==> config.mk <==
export PLATFORM = sky130hd
export DESIGN_NAME = ddr2_fifo_rd_checker_wdog
export DESIGN_NICKNAME = d
export VERILOG_FILES = /design/src/rtl/ddr2_fifo_rd_checker_wdog.sv
export SDC_FILE = /design/constraint.sdc
export NUM_CORES = 1
export LEC_CHECK = 0
export ABC_AREA = 0
export CAP_MARGIN = 20
export CORE_ASPECT_RATIO = 1.25
export CORE_MARGIN = 1
export CORE_UTILIZATION = 45
export CTS_CLUSTER_DIAMETER = 30
export DETAILED_ROUTE_END_ITERATION = 10
export MAX_ROUTING_LAYER = met4
export PLACE_DENSITY = 0.65
export SYNTH_ARGS = -nofsm -noshare
export SYNTH_HDL_FRONTEND = slang
export SYNTH_SLANG_ARGS = --single-unit
==> constraint.sdc <==
create_clock -name i_clk -period 1.8 [get_ports i_clk]
set_clock_uncertainty 0.2 [all_clocks]
set_input_delay 0.36 -clock i_clk [delete_from_list [all_inputs] [get_ports i_clk]]
set_output_delay 0.36 -clock i_clk [all_outputs]
set_load 0.02 [all_outputs]
==> src/rtl/ddr2_fifo_rd_checker_wdog.sv <==
// Inactivity watchdog: reloads to TIMEOUT-1 on i_load, counts down, flags expiry at zero.
module ddr2_fifo_rd_checker_wdog #(
    parameter int TIMEOUT = 4096
) (
    input  logic i_clk,
    input  logic i_rst_n,
    input  logic i_load,
    output logic o_expire
);

    localparam int W = $clog2(TIMEOUT);

    logic [W-1:0] r_cnt;

    always_ff @(posedge i_clk or negedge i_rst_n) begin
        if (!i_rst_n) begin
            r_cnt <= W'(TIMEOUT - 1);
        end else if (i_load) begin
            r_cnt <= W'(TIMEOUT - 1);
        end else if (r_cnt != '0) begin
            r_cnt <= r_cnt - 1'b1;
        end
    end

    // A load in the same cycle wins, so activity on the last count never aborts
    assign o_expire = !i_load && (r_cnt == '0);

endmodule

==> summary.md <==
| Metric | Value |
|---|---|
| I/O pin count | `4` |
| Placer Congestion | `0.7944` |
| Yosys reg bits | `12` |
| Crit start category | `flip-flop` |
| Worst VDD drop | `roughly 0.45 mV` |
| Max Clk Rate | `492.8 MHz` |
| Final #Nets | `roughly 110` |
| Layout cells sized above 1 | `0.6075` |
| Worst R2R End | `r_cnt[8]` |
| Fin cells | `125` |
| Initial drt markers | `10` |
| Ys Warns | `0` |
| Worst reg2reg path startpoint | `r_cnt[1]` |
| Sequential area share after synthesis | `0.4250` |
| Sink Count | `12` |
| Worst-case reg-to-reg path depth | `8` |
| Synth cell types | `30` |
| Hold Vio Cnt, Final | `0` |
| Antenna violations before repair | `0` |
| Ant diodes | `0` |
| Slew Limit Fails | `0` |
| Post-Syn Nets | `76` |
| Max Cap Violations | `0` |
| Largest Register | `r_cnt` |
| Initial core utilization | `0.4752` |
| Routed Antenna Nets | `0` |
| Min Hold Slack | `approximately 0.4 ns` |
| CTS tree | `built` |
| Largest registers | `r_cnt (12)` |
| Vias | `approximately 660` |
| DR WL/cell | `approximately 15 µm` |
| Vias in the first global route | `around 660` |
| Crit path max fanout | `2` |
| Post-Syn Area per Cell | `approximately 10 µm²` |
| Num CTS Buffers | `3` |
| Setup WS pre-CTS | `-0.4372 ns` |
| Crit. End Element | `output pin` |
| Status | `finished, violations left` |
| Area growth, synth to finish | `53.29%` |
| H-tree depth | `1` |
| Final Setup Violations | `4` |
| DP Wirelength | `1.177 mm` |
| CP Data Arrival Time | `around 1.5 ns` |
| Leak Pwr | `between 0.5 and 0.6 nW` |
| Clock transition at path regs | `about 0.09 ns` |
| Vias per cell | `around 5.3` |
| PwrDens | `between 500 and 600 nW/µm²` |
| Worst slew margin | `0.8235` |
| Die W | `~38 µm` |
| DRT Pass-1 Iters | `4` |
| Largest net degree at the start of global routing | `14` |
| First-pass GRT wire length | `roughly 2.8 mm` |
| Clk_lat worst skew | `approximately 0.27 ns` |
| R2R Setup Slk | `-0.04 ns` |
| GRT overflow | `0` |
| Longest Clk Path Bufs | `2` |
| Die Ht | `approximately 47 µm` |
| Min-delay worst type | `input port to asynchronous set/reset pin` |
| Failing checks | `setup timing` |
| Data required, critical path | `1.24 ns` |
| Max FFs per register | `12` |
| Fin crit period | `2.029 ns` |
| Cell area after technology mapping | `between 700 and 800 µm²` |
| Clock Root Buffer | `clkbuf_4` |
| Cell count after synthesis | `a little over 70` |
| Core Area | `~1600 µm²` |
| Least-Margin Pin Slew | `about 0.26 ns` |
| Cell row count | `16` |
| Routed wire length | `approximately 1.9 mm` |
| Global-route usage over all layers | `0.2386` |
| Final WS setup | `-0.2293 ns` |
| Crit Path Class | `flip-flop to output pin` |
| Placed cells | `around 120` |
| Post-route clock period utilization | `1.127` |
| IO Port Bufs | `3` |
| Filler cells | `122` |
| RSZ-0062 raised after global routing | `yes` |
| Die area | `1816 µm²` |
| # DRC | `0` |
-- worst max-delay path by stage --
stage                         start       end  slack [ns]  depth (start not counted)
after floorplan            r_cnt[9]  o_expire       0.002                          4
after global placement     r_cnt[9]  o_expire       -0.43                          4
after detailed placement   r_cnt[9]  o_expire       -0.44                          4
after CTS                 r_cnt[10]  o_expire       -0.26                          4
after global routing      r_cnt[10]  o_expire       -0.30                          4
final                     r_cnt[10]  o_expire       -0.23                          4
-- kinds of logic after synthesis --
kind of cell	Yosys count	synth area share
buffers and inverters	5	0.03541
flip-flops	12	0.4250
XOR/XNOR	2	0.02361
AO/OA/AOI/OAI	16	0.1450
adder cells (fa/ha/maj)	2	0.03372
AND/OR/NAND/NOR	34	0.3373
-- cell usage after synthesis (all sizes together) --
library cell | number | share of area
a21o | 1 | 0.010
a211o | 2 | 0.024
nor4bb | 1 | 0.013
a21oi | 4 | 0.027
nor4 | 1 | 0.0084
nand2b | 6 | 0.051
o21bai | 1 | 0.010
o31a | 2 | 0.024
nor3 | 6 | 0.071
o21ai | 4 | 0.027
nand4b | 1 | 0.012
nor2 | 6 | 0.030
nand2 | 6 | 0.030
xor2 | 1 | 0.012
inv | 3 | 0.015
a311oi | 1 | 0.012
or3b | 1 | 0.012
nand4bb | 1 | 0.037
buf | 1 | 0.015
clkbuf | 1 | 0.0051
and3 | 1 | 0.0084
or3 | 3 | 0.032
dfstp | 12 | 0.42
ha | 2 | 0.034
o2111ai | 1 | 0.012
xnor2 | 1 | 0.012
nor4b | 1 | 0.032
-- stage by stage --
step | area [µm²] | util | power (mW) | setup TNS, ns
global route | 1137 | 0.7284 | 0.6059 | -0.5827
finish | 1137 | 0.7284 | 0.5769 | -0.3042
floorplan | 752.0 | - | 0.3107 | 0
CTS | 1106 | 0.7083 | 0.5768 | -0.3482
detailed placement | 977.2 | 0.6258 | 0.3473 | -0.6766
global placement | 977.2 | 0.6258 | 0.3457 | -0.6110
-- final cells by class --
cell class              count  area, µm²  area share
clock buffers               4      36.28     0.03190
repair buffers             34      271.5      0.2387
inverters                   3      11.26    0.009901
well taps                  18      22.52     0.01980
multi-input cells          54      480.5      0.4224
flip-flops and latches     12      315.3      0.2772
-- critical path, cell delays in order, from the launching register on --
cell,delay [ns]
dfstp_2,0.38
or3_4,0.39
nand4bb_4,0.22
nor2_4,0.10
buf_6,0.12
-- power breakdown --
part / switching (mW) / internal, mW / total, mW
clock network: 0.0979 / 0.123 / 0.221
logic: 0.0355 / 0.0365 / 0.0721
registers: 0.00418 / 0.280 / 0.284
total: 0.138 / 0.439 / 0.577
-- repair_timing --
item                                   CTS  global route
setup endpoints to repair                5             7
buffers inserted                         7             1
gates resized for setup                 18             4
endpoints found under the hold margin    0             0
hold buffers                             0             0
pin swaps                                8             5
-- cell usage in the layout (no fill, tap or decap), types with 2 or more instances in the layout --
cell,instances
a211o_1,2
a21oi_1,4
buf_4,29
buf_6,3
clkbuf_4,3
clkdlybuf4s50_1,2
dfstp_2,12
ha_4,2
inv_2,2
nand2_1,6
nand2b_1,5
nor2_1,4
nor2_4,2
nor3_1,3
nor3_4,2
o21ai_0,2
o31a_1,2
or3_1,2
-- routing by layer --
metal,share of wire,vias to the layer above,global-route usage,wire (µm)
met2,0.54,3,0.4237,1006
met1,0.44,326,0.2537,824
met4,0.0054,0,0.09286,10
li1,-,328,-,-
met3,0.013,2,0.05213,25
met5,0,-,-,0
Note: power is estimated with default switching activity, not from simulation.
